$ cat src/rtl/phase1_pair_scheduler.sv
// Phase-1 pair scheduler: issues (home, half-shell neighbour) cell pairs, drains the force pipe, signals done.
// Optional `PHASE1_SCHED_PERF_EN adds the per-step stall_cycles counter output.
module phase1_pair_scheduler #(
   parameter int N_CELL_X     = 3,
   parameter int N_CELL_Y     = 3,
   parameter int N_CELL_Z     = 3,
   parameter int CELL_W       = 6,
   parameter int DRAIN_CYCLES = 8
) (
   input  logic              clk,
   input  logic              reset,
   input  logic              phase1_ready,
   input  logic              double_buffer,
   input  logic              pair_ready,
   input  logic              pipe_empty,
   output logic              pair_valid,
   output logic [CELL_W-1:0] home_cell,
   output logic [CELL_W-1:0] nbr_cell,
   output logic              read_bank,
   output logic              phase1_done,
   output logic [31:0]       step
`ifdef PHASE1_SCHED_PERF_EN
   ,
   output logic [31:0]       stall_cycles
`endif
);

   localparam int NCELLS = N_CELL_X * N_CELL_Y * N_CELL_Z;
   localparam int DW     = $clog2(DRAIN_CYCLES + 1);

   localparam logic [1:0] S_IDLE  = 2'd0;
   localparam logic [1:0] S_ISSUE = 2'd1;
   localparam logic [1:0] S_DRAIN = 2'd2;
   localparam logic [1:0] S_DONE  = 2'd3;

   localparam logic [4:0]        K_FIRST   = 5'd13;
   localparam logic [4:0]        K_LAST    = 5'd26;
   localparam logic [CELL_W-1:0] ZERO      = {CELL_W{1'b0}};
   localparam logic [CELL_W-1:0] ONE       = CELL_W'(1);
   localparam logic [CELL_W-1:0] NX        = CELL_W'(N_CELL_X);
   localparam logic [CELL_W-1:0] NY        = CELL_W'(N_CELL_Y);
   localparam logic [CELL_W-1:0] NX_M1     = CELL_W'(N_CELL_X - 1);
   localparam logic [CELL_W-1:0] NY_M1     = CELL_W'(N_CELL_Y - 1);
   localparam logic [CELL_W-1:0] NZ_M1     = CELL_W'(N_CELL_Z - 1);
   localparam logic [CELL_W-1:0] LAST_HOME = CELL_W'(NCELLS - 1);
   localparam logic [DW-1:0]     DRAIN_MAX = DW'(DRAIN_CYCLES);
   localparam logic [DW-1:0]     DRAIN_ONE = DW'(1);

   // Per-axis digit: 0 means -1, 1 means 0, 2 means +1.
   function automatic logic [CELL_W-1:0] wrap_axis(input logic [CELL_W-1:0] c,
                                                   input logic [1:0]        d,
                                                   input logic [CELL_W-1:0] lim_m1);
      logic [CELL_W-1:0] r;
      case (d)
         2'd0:    r = (c == ZERO) ? lim_m1 : c - ONE;
         2'd2:    r = (c == lim_m1) ? ZERO : c + ONE;
         default: r = c;
      endcase
      return r;
   endfunction

   // Offset code k = 9*dz' + 3*dy' + dx', returned as {dz', dy', dx'}.
   function automatic logic [5:0] offset_digits(input logic [4:0] k);
      logic [5:0] d;
      case (k)
         5'd14:   d = {2'd1, 2'd1, 2'd2};
         5'd15:   d = {2'd1, 2'd2, 2'd0};
         5'd16:   d = {2'd1, 2'd2, 2'd1};
         5'd17:   d = {2'd1, 2'd2, 2'd2};
         5'd18:   d = {2'd2, 2'd0, 2'd0};
         5'd19:   d = {2'd2, 2'd0, 2'd1};
         5'd20:   d = {2'd2, 2'd0, 2'd2};
         5'd21:   d = {2'd2, 2'd1, 2'd0};
         5'd22:   d = {2'd2, 2'd1, 2'd1};
         5'd23:   d = {2'd2, 2'd1, 2'd2};
         5'd24:   d = {2'd2, 2'd2, 2'd0};
         5'd25:   d = {2'd2, 2'd2, 2'd1};
         5'd26:   d = {2'd2, 2'd2, 2'd2};
         default: d = {2'd1, 2'd1, 2'd1};
      endcase
      return d;
   endfunction

   function automatic logic [CELL_W-1:0] nbr_index(input logic [CELL_W-1:0] x,
                                                   input logic [CELL_W-1:0] y,
                                                   input logic [CELL_W-1:0] z,
                                                   input logic [4:0]        k);
      logic [5:0]        d;
      logic [CELL_W-1:0] nx, ny, nz;
      d  = offset_digits(k);
      nx = wrap_axis(x, d[1:0], NX_M1);
      ny = wrap_axis(y, d[3:2], NY_M1);
      nz = wrap_axis(z, d[5:4], NZ_M1);
      return nx + NX * (ny + NY * nz);
   endfunction

   logic [1:0]        state_q, state_d;
   logic [CELL_W-1:0] hx_q, hy_q, hz_q, hx_d, hy_d, hz_d, hx_n, hy_n, hz_n;
   logic [CELL_W-1:0] home_q, home_d, home_n;
   logic [4:0]        k_q, k_d, k_n;
   logic [DW-1:0]     drain_q, drain_d;
   logic              valid_q, valid_d;
   logic [CELL_W-1:0] nbr_q, nbr_d;
   logic              bank_q, bank_d;
   logic              done_q, done_d;
   logic [31:0]       step_q, step_d;
   logic              last_pair_s;
`ifdef PHASE1_SCHED_PERF_EN
   logic [31:0]       stall_q, stall_d;
`endif

   assign last_pair_s = (home_q == LAST_HOME) && (k_q == K_LAST);

   // Position of the pair that follows the current one (k inner, x/y/z outer).
   always_comb begin
      hx_n   = hx_q;
      hy_n   = hy_q;
      hz_n   = hz_q;
      home_n = home_q;
      k_n    = k_q;
      if (k_q == K_LAST) begin
         k_n    = K_FIRST;
         home_n = home_q + ONE;
         if (hx_q == NX_M1) begin
            hx_n = ZERO;
            if (hy_q == NY_M1) begin
               hy_n = ZERO;
               hz_n = (hz_q == NZ_M1) ? ZERO : hz_q + ONE;
            end else begin
               hy_n = hy_q + ONE;
            end
         end else begin
            hx_n = hx_q + ONE;
         end
      end else begin
         k_n = k_q + 5'd1;
      end
   end

   // Sequencer next-state and registered-output next values.
   always_comb begin
      state_d = state_q;
      hx_d    = hx_q;
      hy_d    = hy_q;
      hz_d    = hz_q;
      home_d  = home_q;
      k_d     = k_q;
      drain_d = drain_q;
      valid_d = valid_q;
      nbr_d   = nbr_q;
      bank_d  = bank_q;
      done_d  = done_q;
      step_d  = step_q;
`ifdef PHASE1_SCHED_PERF_EN
      stall_d = stall_q;
`endif
      case (state_q)
         S_IDLE: begin
            done_d = 1'b0;
            if (phase1_ready) begin
               state_d = S_ISSUE;
               bank_d  = double_buffer;
               hx_d    = ZERO;
               hy_d    = ZERO;
               hz_d    = ZERO;
               home_d  = ZERO;
               k_d     = K_FIRST;
               valid_d = 1'b1;
               nbr_d   = nbr_index(ZERO, ZERO, ZERO, K_FIRST);
`ifdef PHASE1_SCHED_PERF_EN
               stall_d = 32'd0;
`endif
            end else begin
               valid_d = 1'b0;
            end
         end
         S_ISSUE: begin
            if (pair_ready) begin
               if (last_pair_s) begin
                  state_d = S_DRAIN;
                  valid_d = 1'b0;
                  drain_d = {DW{1'b0}};
                  hx_d    = ZERO;
                  hy_d    = ZERO;
                  hz_d    = ZERO;
                  home_d  = ZERO;
                  k_d     = K_FIRST;
                  nbr_d   = ZERO;
               end else begin
                  hx_d   = hx_n;
                  hy_d   = hy_n;
                  hz_d   = hz_n;
                  home_d = home_n;
                  k_d    = k_n;
                  nbr_d  = nbr_index(hx_n, hy_n, hz_n, k_n);
               end
            end else begin
`ifdef PHASE1_SCHED_PERF_EN
               stall_d = (stall_q == 32'hFFFF_FFFF) ? stall_q : stall_q + 32'd1;
`endif
               valid_d = 1'b1;
            end
         end
         S_DRAIN: begin
            if (drain_q == DRAIN_MAX) begin
               state_d = S_DONE;
               done_d  = 1'b1;
               step_d  = step_q + 32'd1;
            end else begin
               drain_d = pipe_empty ? drain_q + DRAIN_ONE : {DW{1'b0}};
            end
         end
         S_DONE: begin
            if (!phase1_ready) begin
               state_d = S_IDLE;
               done_d  = 1'b0;
            end else begin
               done_d  = 1'b1;
            end
         end
         default: begin
            state_d = S_IDLE;
            valid_d = 1'b0;
            done_d  = 1'b0;
         end
      endcase
   end

   // State and output registers; reset abandons any partial step.
   always_ff @(posedge clk or posedge reset) begin
      if (reset) begin
         state_q <= S_IDLE;
         hx_q    <= ZERO;
         hy_q    <= ZERO;
         hz_q    <= ZERO;
         home_q  <= ZERO;
         k_q     <= K_FIRST;
         drain_q <= {DW{1'b0}};
         valid_q <= 1'b0;
         nbr_q   <= ZERO;
         bank_q  <= 1'b0;
         done_q  <= 1'b0;
         step_q  <= 32'd0;
`ifdef PHASE1_SCHED_PERF_EN
         stall_q <= 32'd0;
`endif
      end else begin
         state_q <= state_d;
         hx_q    <= hx_d;
         hy_q    <= hy_d;
         hz_q    <= hz_d;
         home_q  <= home_d;
         k_q     <= k_d;
         drain_q <= drain_d;
         valid_q <= valid_d;
         nbr_q   <= nbr_d;
         bank_q  <= bank_d;
         done_q  <= done_d;
         step_q  <= step_d;
`ifdef PHASE1_SCHED_PERF_EN
         stall_q <= stall_d;
`endif
      end
   end

   assign pair_valid  = valid_q;
   assign home_cell   = home_q;
   assign nbr_cell    = nbr_q;
   assign read_bank   = bank_q;
   assign phase1_done = done_q;
   assign step        = step_q;
`ifdef PHASE1_SCHED_PERF_EN
   assign stall_cycles = stall_q;
`endif

endmodule

$ cat config.mk
export PLATFORM = sky130hd
export DESIGN_NAME = phase1_pair_scheduler
export DESIGN_NICKNAME = d
export VERILOG_FILES = /design/src/rtl/phase1_pair_scheduler.sv
export SDC_FILE = /design/constraint.sdc
export NUM_CORES = 1
export LEC_CHECK = 0
export CAP_MARGIN = 40
export CORE_MARGIN = 10
export CORE_UTILIZATION = 53
export DETAILED_ROUTE_END_ITERATION = 7
export PLACE_DENSITY = 0.81
export SLEW_MARGIN = 20
export SYNTH_ARGS = -nofsm -noshare
export SYNTH_HDL_FRONTEND = slang
export SYNTH_SLANG_ARGS = --single-unit
export TNS_END_PERCENT = 100
$ cat constraint.sdc
create_clock -name clk -period 6.15 [get_ports clk]
set_clock_uncertainty 0.05 [all_clocks]
set_input_delay 1.23 -clock clk [delete_from_list [all_inputs] [get_ports clk]]
set_output_delay 1.23 -clock clk [all_outputs]
set_load 0.02 [all_outputs]
==> summary.txt, run 1 <==
Clk slew on worst S/H paths - 60 ps
Detailed-route vias per instance - 6.04
Max Cap Viol - 0
Setup-failing EPs final - 0
Worst vdd ir - 0.318 mV
IO Count - 53
Clock Path Buffers - 2
Core area - 10,900 sq um
Crit Path Class - reg -> reg
Util after Layout - 71.5%
Initial drt markers - 544
Main synth FF type - dfrtp_1
Post-synth EDFFs - 0
First-pass DRT Iterations - 8
Die width - 126 um
Flops & latches, synth - 76
Most frequent cell after synthesis - nand2_1
Diode count - 0
Worst setup startpoint - k_q[3]$_DFFE_PP1P_
Crit-path slowest cell - fa_2
Max incr delay on CP - 630 ps
Dpl hpwl - 12.2 mm
Failing checks - DRC
Post-synth top cells - nand2_1 (96), dfrtp_1 (73), nor2_1 (47), o21ai_0 (47), ha_1 (41)
CTS tree - built
Synthesized area per cell - 8.69 sq um
Slew HR - 56.7%
Synth Area in Compound Gates - 17.3%
Worst Hold Class - reg -> reg
Fin crit share - 98.5%
Non-Filler Instances - 953
CP required - 6350 ps
Pwr/cell area - 364 nW/um^2
Routed WL - 17.6 mm
Final Hold Fails - 0
Cell Rows - 38
Die H - 126 um
CP arrival - 6260 ps
Share of cells above drive strength 1 - 21.9%
Mapped Area - 5970 sq um
Grt ovf - 0
Synth unique cells - 81
Mux contribution to synthesized area - 2.81%
WL/cell - 18.4 um
Via count - 5,752
Largest net degree at the start of global routing - 42
CP endpoint kind - flop
Inserted Clock Buffers - 9
Share of the synthesized area in the top cell type - 30.6%
Area Growth Syn to Fin - 30.9%
RSZ-0062 raised after global routing - true
Slew Limit Fails - 0
Crit path time final - 6060 ps
Total Die Area - 15,900 sq um
Largest cells by area after synthesis - dfrtp_1 (31%), ha_1 (8.6%), nand2_1 (6.0%)
Main combinational cell family by area after synthesis - simple AND/OR/NAND/NOR gates
Slew at the pin with the worst max-slew slack - 648 ps
Dpl cells - 922
Hold path cells - 1
Number of global-route vias before repair - 5,560
Post-synthesis xor/xnor area fraction - 8.88%
Antenna Nets Post-Route - 0
Number of cells on the worst reg-to-reg path - 21
Clk root buf - clkbuf_16
R2r setup slk - 90 ps
Critical Path, Cell by Cell - nand4b_4 > buf_6 > buf_4 > nor4_1 > xnor2_1 > and3_4 > a311oi_4 > a221oi_2 > a21oi_2 > fa_2 > fa_2 > fa_2 > fa_2 > a21o_1 > a21oi_4 > xnor2_2 > xnor2_1 > xnor2_1 > xnor2_1 > xnor3_1 > o21ai_1
DRC Markers - 21
Simple-Gate Fraction of Synth Area - 22.3%
Initial antenna violation count - 0
Htree depth - 3
First-pass GRT wire length - 27.5 mm
Max frequency - 165 MHz
Synth Warn # - 0
Final GP Congestion - 0.953
Hold Startpoint - step[31]$_DFFE_PP0P_
Fillcell total - 791
Sequential cell area fraction in the yosys report - 31.9%
Ys async rst share - 100%
Worst setup SP type - flop
Adder-cell share of the synthesized area - 11.9%
R2R Path End - nbr_cell[5]$_DFFE_PP0P_
Mapped Cells - 687
CP max FO - 5
Leak pwr - 3.50 nW
GRT Total Usage - 20.3%
Largest area contributor in the netlist - dfrtp_1
Status - complete, but fails checks
Nets - 865
RR Startpoint - k_q[3]$_DFFE_PP1P_
Net Count, Synth - 744
Worst-Skew Late Latency - 340 ps
Clk sink count - 76
Starting Density - 54.6%
Count of input and output buffers - 52
Hold Path Sink - step[31]$_DFFE_PP0P_
-- state kept, by name, indices dropped and copies added (netlist names) --
| signal | flops |
|---|---|
| step | 32 |
| home_cell | 6 |
| hx_q | 6 |
| hy_q | 6 |
| hz_q | 6 |
| nbr_cell | 6 |
| k_q | 5 |
| drain_q | 4 |
| state_q | 2 |
| pair_valid | 1 |
| phase1_done | 1 |
| read_bank | 1 |
-- metrics by stage --
step | hold WS [ps] | instance area, sq um | setup slack, ps | total power [mW] | TNS [ps]
4_1_cts | 448 | 7450 | 11.3 | 2.64 | 0
5_1_grt | 453 | 7820 | -185 | 3.00 | -185
2_1_floorplan | 436 | 6030 | 25.3 | 1.53 | 0
3_3_place_gp | 410 | 7070 | 32.4 | 1.97 | 0
6_report | 445 | 7820 | 94.9 | 2.84 | 0
3_5_place_dp | 432 | 7100 | -164 | 2.02 | -164
-- critical path: cells and delay by family (launching register included) --
family | cells | cell delay (ps)
AO/OA/AOI/OAI | 6 | 1160
XOR/XNOR | 6 | 1010
adder cells (fa/ha/maj) | 4 | 1980
buffers and inverters | 2 | 310
flip-flops | 1 | 580
AND/OR/NAND/NOR | 3 | 870
-- cell families (layout without fill, tap and decap cells) --
logic type / count (synthesis) / after routing
adders and majority gates: 51 / 51
buffers and inverters: 64 / 190
xor gates and xnor gates: 59 / 59
DFF: 76 / 76
and+or+nand+nor: 263 / 263
AOI/OAI and AO/OA: 159 / 159
muxes: 15 / 15
-- worst max path at each step --
stage	endpoint	slack (ps)	depth (start not counted)
2_1_floorplan	nbr_cell[5]$_DFFE_PP0P_	30	26
3_3_place_gp	nbr_cell[5]$_DFFE_PP0P_	30	24
3_5_place_dp	nbr_cell[5]$_DFFE_PP0P_	-160	24
4_1_cts	nbr_cell[5]$_DFFE_PP0P_	10	26
5_1_grt	nbr_cell[5]$_DFFE_PP0P_	-180	24
6_report	nbr_cell[5]$_DFFE_PP0P_	90	21
-- area by class of cell --
class | count | area [sq um] | area share (%)
sequential | 76 | 1910 | 24.4
timing repair buffer | 135 | 1170 | 15.0
inverter | 39 | 146 | 1.87
clock inverter | 5 | 82.6 | 1.06
clock buffer | 11 | 253 | 3.23
multi-input combinational | 547 | 4090 | 52.3
tap | 140 | 175 | 2.24
-- layout by cell type (no fill, tap or decap), drive strengths merged, types with 3 or more instances in the layout --
cell type      instances
nand2                 96
buf                   82
dfrtp                 73
clkdlybuf4s50         52
o21ai                 48
nor2                  48
ha                    41
inv                   40
a21oi                 39
xnor2                 38
nand3                 26
nand4                 22
xor2                  20
nor3                  17
and2                  13
clkbuf                11
mux2i                 11
fa                    10
o22ai                  8
nand2b                 7
a21o                   7
and3                   7
a221oi                 7
o211ai                 6
a31oi                  6
or2                    5
o31ai                  4
mux2                   4
nor2b                  4
a211o                  4
a211oi                 3
dfstp                  3
nor4                   3
a22o                   3
-- power by group --
group / internal, mW / switching (mW)
combinational: 0.692 / 0.958
clock: 0.379 / 0.215
sequential: 0.553 / 0.0457
-- metal layers --
metal	part of all wire [%]	GRT usage [%]	up-vias
li1	-	-	2678
met4	3.3	7.30	0
met1	42	25.4	2772
met2	49	33.8	244
met3	6.3	4.45	58
met5	0	0	-
-- repair_timing --
| item | in CTS | in global routing |
|---|---|---|
| hold buffers | 0 | 0 |
| hold endpoints to repair | 0 | 0 |
| buffers inserted | 0 | 15 |
| gates resized for setup | 4 | 50 |
| endpoints found under the setup margin | 1 | 1 |
| pin swaps | 7 | 32 |
No activity file was read; power rests on OpenSTA's default activity.
==> run 2: changes to the inputs <==
- CAP_MARGIN: 40 -> unset
==> run 2 against run 1 <==
Compared with the run above:
- the run now ends clean
- global-route usage down 0.84 points
- die area unchanged
- worst hold slack worse by 4.7 ps
- flip-flop and latch count unchanged
- sequential power about the same
- clock power down 20%
- combinational power down 5%
- utilization down 0.89 points
- final area down 1.2%
==> summary.txt, run 2 (synthesis gave the netlist of run 1 again) <==
CP arrival - 6220 ps (was 6260 ps)
Grt ovf - 0 (unchanged)
Nets - 863 (was 865)
Worst Hold Class - reg -> reg (unchanged)
Max reg flops - 32 (unchanged)
Design area - 7720 sq um (was 7820 sq um)
Slew HR - 37.2% (was 56.7%)
Clock Path Buffers - 2 (unchanged)
Htree depth - 3 (unchanged)
Max frequency - 166 MHz (was 165 MHz)
Setup WS pre-CTS - -154 ps (was -164 ps)
Total power - 2.65 mW (was 2.84 mW)
Initial drt markers - 548 (was 544)
Fin crit share - 98.1% (was 98.5%)
Cell Rows - 38 (unchanged)
Most common cell after layout, fill and taps aside - nand2_1 (unchanged)
Slew at the pin with the worst max-slew slack - 942 ps (was 648 ps)
First-pass GRT wire length - 26.7 mm (was 27.5 mm)
Dpl cells - 920 (was 922)
Initial antenna violation count - 0 (unchanged)
Placement Cell Area - 7070 sq um (was 7100 sq um)
Count of input and output buffers - 52 (unchanged)
Inserted Clock Buffers - 9 (unchanged)
RSZ-0062 raised after global routing - true (unchanged)
Total Die Area - 15,900 sq um (unchanged)
Pwr/cell area - 343 nW/um^2 (was 364 nW/um^2)
Setup-failing EPs final - 0 (unchanged)
Max Cap Viol - 0 (unchanged)
Setup ws final - 119 ps (was 94.9 ps)
Leak pwr - 3.48 nW (was 3.50 nW)
Share of cells above drive strength 1 - 21.4% (was 21.9%)
CP max FO - 5 (unchanged)
Max incr delay on CP - 590 ps (was 630 ps)
Dpl hpwl - 12.1 mm (was 12.2 mm)
Non-Filler Instances - 950 (was 953)
Number of global-route vias before repair - 5,498 (was 5,560)
IO Count - 53 (unchanged)
Antenna Nets Post-Route - 0 (unchanged)
Status - finished, final reports clean (was complete, but fails checks)
Commonest non-fill, non-tap cells in the layout - nand2_1 (95), buf_4 (77), dfrtp_1 (73) (was nand2_1 (95), buf_4 (78), dfrtp_1 (73))
Die width - 126 um (unchanged)
DRC Markers - 0 (was 21)
Final Hold Fails - 0 (unchanged)
GRT Total Usage - 19.5% (was 20.3%)
Largest net degree at the start of global routing - 77 (was 42)
Diode count - 0 (unchanged)
Worst setup SP type - flop (unchanged)
Via count - 5,735 (was 5,752)
Clk sink count - 76 (unchanged)
Detailed-route vias per instance - 6.04 (about the same)
Util after Layout - 70.6% (was 71.5%)
Critical Path, Cell by Cell - or3_4 > nor3_4 > buf_4 > mux2i_1 > buf_4 > ha_1 > and2_1 > a21oi_2 > a221oi_2 > a21oi_2 > fa_2 > fa_2 > buf_4 > fa_1 > ha_1 > a21o_1 > a21oi_2 > xnor2_1 > xnor2_1 > xnor2_1 > xnor2_1 > xnor3_1 > o21ai_1 (was nand4b_4 > buf_6 > buf_4 > nor4_1 > xnor2_1 > and3_4 > a311oi_4 > a221oi_2 > a21oi_2 > fa_2 > fa_2 > fa_2 > fa_2 > a21o_1 > a21oi_4 > xnor2_2 > xnor2_1 > xnor2_1 > xnor2_1 > xnor3_1 > o21ai_1)
CP endpoint kind - flop (unchanged)
Starting Density - 54.6% (unchanged)
First-pass DRT Iterations - 5 (was 8)
WL/cell - 17.8 um (was 18.4 um)
Clk slew on worst S/H paths - 60 ps (about the same)
Crit-path slowest cell - fa_2 (unchanged)
Worst hold slack - 440 ps (was 445 ps)
Crit Path Class - reg -> reg (unchanged)
Post-route setup TNS - 0 ps (unchanged)
Final GP Congestion - 0.953 (unchanged)
CTS tree - built (unchanged)
Crit path time final - 6030 ps (was 6060 ps)
Core area - 10,900 sq um (unchanged)
Worst-Skew Late Latency - 330 ps (was 340 ps)
Worst vdd ir - 0.269 mV (was 0.318 mV)
Clk root buf - clkbuf_16 (unchanged)
Area Growth Syn to Fin - 29.3% (was 30.9%)
Die H - 126 um (unchanged)
Routed WL - 16.9 mm (was 17.6 mm)
CP required - 6340 ps (was 6350 ps)
Slew Limit Fails - 0 (unchanged)
Most used cell, CP - xnor2_1
==> run 2: cell types whose count changed in the layout (fill, tap and decap cells not counted), sizes merged <==
cell,previous run,this run
inv,40,39
clkdlybuf4s15,1,0
clkinvlp,0,1
bufinv,2,0
clkinv,2,3
buf,82,81
==> run 2: per-layer routing <==
layer  track usage (%)  up-vias  routed length (um)
li1                  -     2668                   -
met1              24.2     2806                7270
met2              33.4      212                8260
met3              4.61       49                 875
met4              4.49        0                 469
met5                 0        -                   0
==> run 2: layout make-up <==
cell class / instances / area [sq um]
multi-input combinational: 547 / 4080
tap: 140 / 175
sequential: 76 / 1910
clock inverter: 4 / 26.3
fill: 804 / 3210
clock buffer: 11 / 243
inverter: 39 / 146
timing repair buffer: 133 / 1140
==> run 2: power by group <==
group          internal (mW)  switching, mW  leakage (nW)
Sequential             0.554         0.0449          1.04
Clock                  0.281          0.197         0.131
Combinational          0.648          0.921          2.31
==> run 2: worst max-delay path, delay by kind of cell, from the launching register on <==
| kind | cells | cell delay, ps |
|---|---|---|
| flip-flops | 1 | 370 |
| buffers and inverters | 3 | 520 |
| AND/OR/NAND/NOR | 3 | 880 |
| XOR/XNOR | 5 | 840 |
| multiplexers | 1 | 300 |
| adder cells (fa/ha/maj) | 5 | 2040 |
| AO/OA/AOI/OAI | 6 | 940 |
==> run 2: final timing paths <==
kind                                    startpoint                 endpoint  slack (ps)  cells past startpoint
max                            hx_q[2]$_DFFE_PP0P_  nbr_cell[5]$_DFFE_PP0P_         120                     23
min                        nbr_cell[4]$_DFFE_PP0P_  nbr_cell[4]$_DFFE_PP0P_         440                      2
max reg2reg                    hx_q[2]$_DFFE_PP0P_  nbr_cell[5]$_DFFE_PP0P_         120                     23
min reg2reg                nbr_cell[4]$_DFFE_PP0P_  nbr_cell[4]$_DFFE_PP0P_         440                      2
max in group asynchronous                    reset  nbr_cell[2]$_DFFE_PP0P_        3990                      3
min in group asynchronous                    reset   state_q[1]$_DFFE_PP0P_        1470                      3
==> run 2: repair_timing <==
item / in CTS / in global routing
setup endpoints to repair: 1 / 1
setup buffers: 1 / 14
hold buffers: 0 / 0
pin swaps: 6 / 30
cloned: 0 / 0
resized for setup: 6 / 49
==> run 3: changes to the inputs <==
- CORE_UTILIZATION: 53 -> 70
- DONT_BUFFER_PORTS: unset -> 1
- GPL_TIMING_DRIVEN: unset -> 0
- PLACE_DENSITY: 0.81 -> 0.9
- clock period: 6.15 -> 7.7 ns (I/O delays scaled with it)
==> run 3 against run 2 <==
Compared with the run above:
- routed wire length shrank 11%
- total power shrank 32%
- worst setup slack gained 180 ps
- global-route usage grew 3.6 points
- combinational power shrank 37%
- non-clock buffer count shrank 107
- sequential power shrank 15%
- cell count shrank 15%
==> summary.txt, run 3 (synthesis gave the netlist of run 1 again) <==
Htree depth - 3 (unchanged)
Fillcell total - 583 (was 804)
Post-route setup TNS - 0 ps (unchanged)
Leak pwr - 2.92 nW (was 3.48 nW)
Worst Hold Class - reg -> reg (unchanged)
Fin crit share - 96.1% (was 98.1%)
Number of global-route vias before repair - 5,259 (was 5,498)
Core area - 8260 sq um (was 10,900 sq um)
Worst-Skew Late Latency - 350 ps (was 330 ps)
Design area - 6370 sq um (was 7720 sq um)
Setup ws final - 297 ps (was 119 ps)
Die H - 112 um (was 126 um)
Worst setup SP type - flop (unchanged)
Seq. cell area - 1910 sq um (unchanged)
Area Growth Syn to Fin - 6.62% (was 29.3%)
Grt ovf - 0 (unchanged)
Placement Cell Area - 6130 sq um (was 7070 sq um)
Clock Path Buffers - 2 (unchanged)
Crit path time final - 7400 ps (was 6030 ps)
Diode count - 0 (unchanged)
Nets - 756 (was 863)
Detailed-route vias per instance - 6.59 (was 6.04)
GRT Total Usage - 23.1% (was 19.5%)
Hold path cells - 2 (unchanged)
Setup-failing EPs final - 0 (unchanged)
Slew at the pin with the worst max-slew slack - 1080 ps (was 942 ps)
Crit Path Class - reg -> reg (unchanged)
Status - finished, final reports clean (unchanged)
CP arrival - 7630 ps (was 6220 ps)
Routed WL - 15.1 mm (was 16.9 mm)
Setup WS pre-CTS - 215 ps (was -154 ps)
Count of input and output buffers - 0 (was 52)
Max frequency - 135 MHz (was 166 MHz)
Max reg flops - 32 (unchanged)
Via count - 5,328 (was 5,735)
Final Hold Fails - 0 (unchanged)
IO Count - 53 (unchanged)
CP endpoint kind - flop (unchanged)
Antenna Nets Post-Route - 0 (unchanged)
Inserted Clock Buffers - 9 (unchanged)
CP required - 7930 ps (was 6340 ps)
First-pass GRT wire length - 24.8 mm (was 26.7 mm)
CTS tree - built (unchanged)
CP max FO - 10 (was 5)
Cell Rows - 33 (was 38)
Max Cap Viol - 0 (unchanged)
Post-CTS Hold Buffers - 0 (unchanged)
First-pass DRT Iterations - 6 (was 5)
Pwr/cell area - 284 nW/um^2 (was 343 nW/um^2)
Max incr delay on CP - 580 ps (was 590 ps)
Clk root buf - clkbuf_8 (was clkbuf_16)
Slew Limit Fails - 0 (unchanged)
Clk slew on worst S/H paths - 80 ps (was 60 ps)
Most common cell after layout, fill and taps aside - nand2_1 (unchanged)
Starting Density - 72.3% (was 54.6%)
DRC Markers - 0 (unchanged)
Initial antenna violation count - 0 (unchanged)
Die width - 112 um (was 126 um)
Slew HR - 27.2% (was 37.2%)
WL/cell - 18.6 um (was 17.8 um)
Initial drt markers - 557 (was 548)
Total power - 1.81 mW (was 2.65 mW)
Share of cells above drive strength 1 - 8.81% (was 21.4%)
Largest net degree at the start of global routing - 50 (was 77)
Total Die Area - 12,600 sq um (was 15,900 sq um)
Post-CTS Setup Bufs - 0 (was 1)
Area of the multi-input gates - 3800 sq um (was 4080 sq um)
Final GP Congestion - 0.938 (was 0.953)
Clk sink count - 76 (unchanged)
Crit-path slowest cell - fa_1 (was fa_2)
Number of cells on the worst reg-to-reg path - 27 (was 23)
Worst vdd ir - 0.212 mV (was 0.269 mV)
Dpl hpwl - 11.2 mm (was 12.1 mm)
Commonest non-fill, non-tap cells in the layout - nand2_1 (96), dfrtp_1 (73), nor2_1 (47), o21ai_0 (47), ha_1 (41) (was nand2_1 (95), buf_4 (77), dfrtp_1 (73))
run 3: changes by cell type in the layout (fill, tap and decap cells not counted), sizes merged:
cell and change:
buf -72, clkinv -1, clkbuf +19, bufinv +1, clkinvlp -1, clkdlybuf4s50 -52
run 3: per-layer routing:
| metal | up-vias | GRT usage [%] | part of all wire [%] |
|---|---|---|---|
| met1 | 2548 | 27.0 | 39 |
| met3 | 51 | 5.32 | 8.4 |
| met4 | 0 | 12.4 | 3.7 |
| met5 | - | 0 | 0 |
| met2 | 263 | 38.4 | 49 |
| li1 | 2466 | - | - |
run 3: critical path: cells and delay by family (launching register included):
family | cells | cell delay (ps)
AND/OR/NAND/NOR | 6 | 1480
buffers and inverters | 4 | 510
XOR/XNOR | 6 | 1350
adder cells (fa/ha/maj) | 6 | 2610
AO/OA/AOI/OAI | 5 | 910
flip-flops | 1 | 400
run 3: layout make-up:
cell class	count	area share (%)
Multi-Input combinational cell	547	59.6
Sequential cell	76	29.9
Clock buffer	13	2.65
Inverter	39	2.34
Buffer	25	2.28
Tap cell	105	2.06
Clock inverter	3	0.688
Timing Repair Buffer	1	0.432
run 3: timing repair:
item	CTS	global route
endpoints found under the setup margin	0	1
resized for setup	0	5
endpoints found under the hold margin	0	0
run 3: where the power goes:
part / total, mW / switching (mW) / internal [mW]
Sequential: 0.508 / 0.0668 / 0.441
Combinational: 0.984 / 0.638 / 0.346
Clock: 0.320 / 0.143 / 0.176
Total: 1.81 / 0.848 / 0.963
run 3: path summary, 6_finish.rpt:
kind | end | slack, ps | from
max in group asynchronous | hx_q[3]$_DFFE_PP0P_ | 6060 | reset
worst max register to register | nbr_cell[5]$_DFFE_PP0P_ | 300 | k_q[0]$_DFFE_PP1P_
worst max-delay path | nbr_cell[5]$_DFFE_PP0P_ | 300 | k_q[0]$_DFFE_PP1P_
min in group asynchronous | step[29]$_DFFE_PP0P_ | 990 | reset
worst min register to register | drain_q[1]$_DFFE_PP0P_ | 500 | drain_q[1]$_DFFE_PP0P_
worst min-delay path | drain_q[1]$_DFFE_PP0P_ | 500 | drain_q[1]$_DFFE_PP0P_
run 3: per-stage QoR:
stage               util, %  hold WS (ps)  cells
floorplan                 -           436    687
global placement       73.9           472    792
detailed placement     74.3           486    793
CTS                    76.8           499    809
global route           77.1           560    809
finish                 77.1           505    809
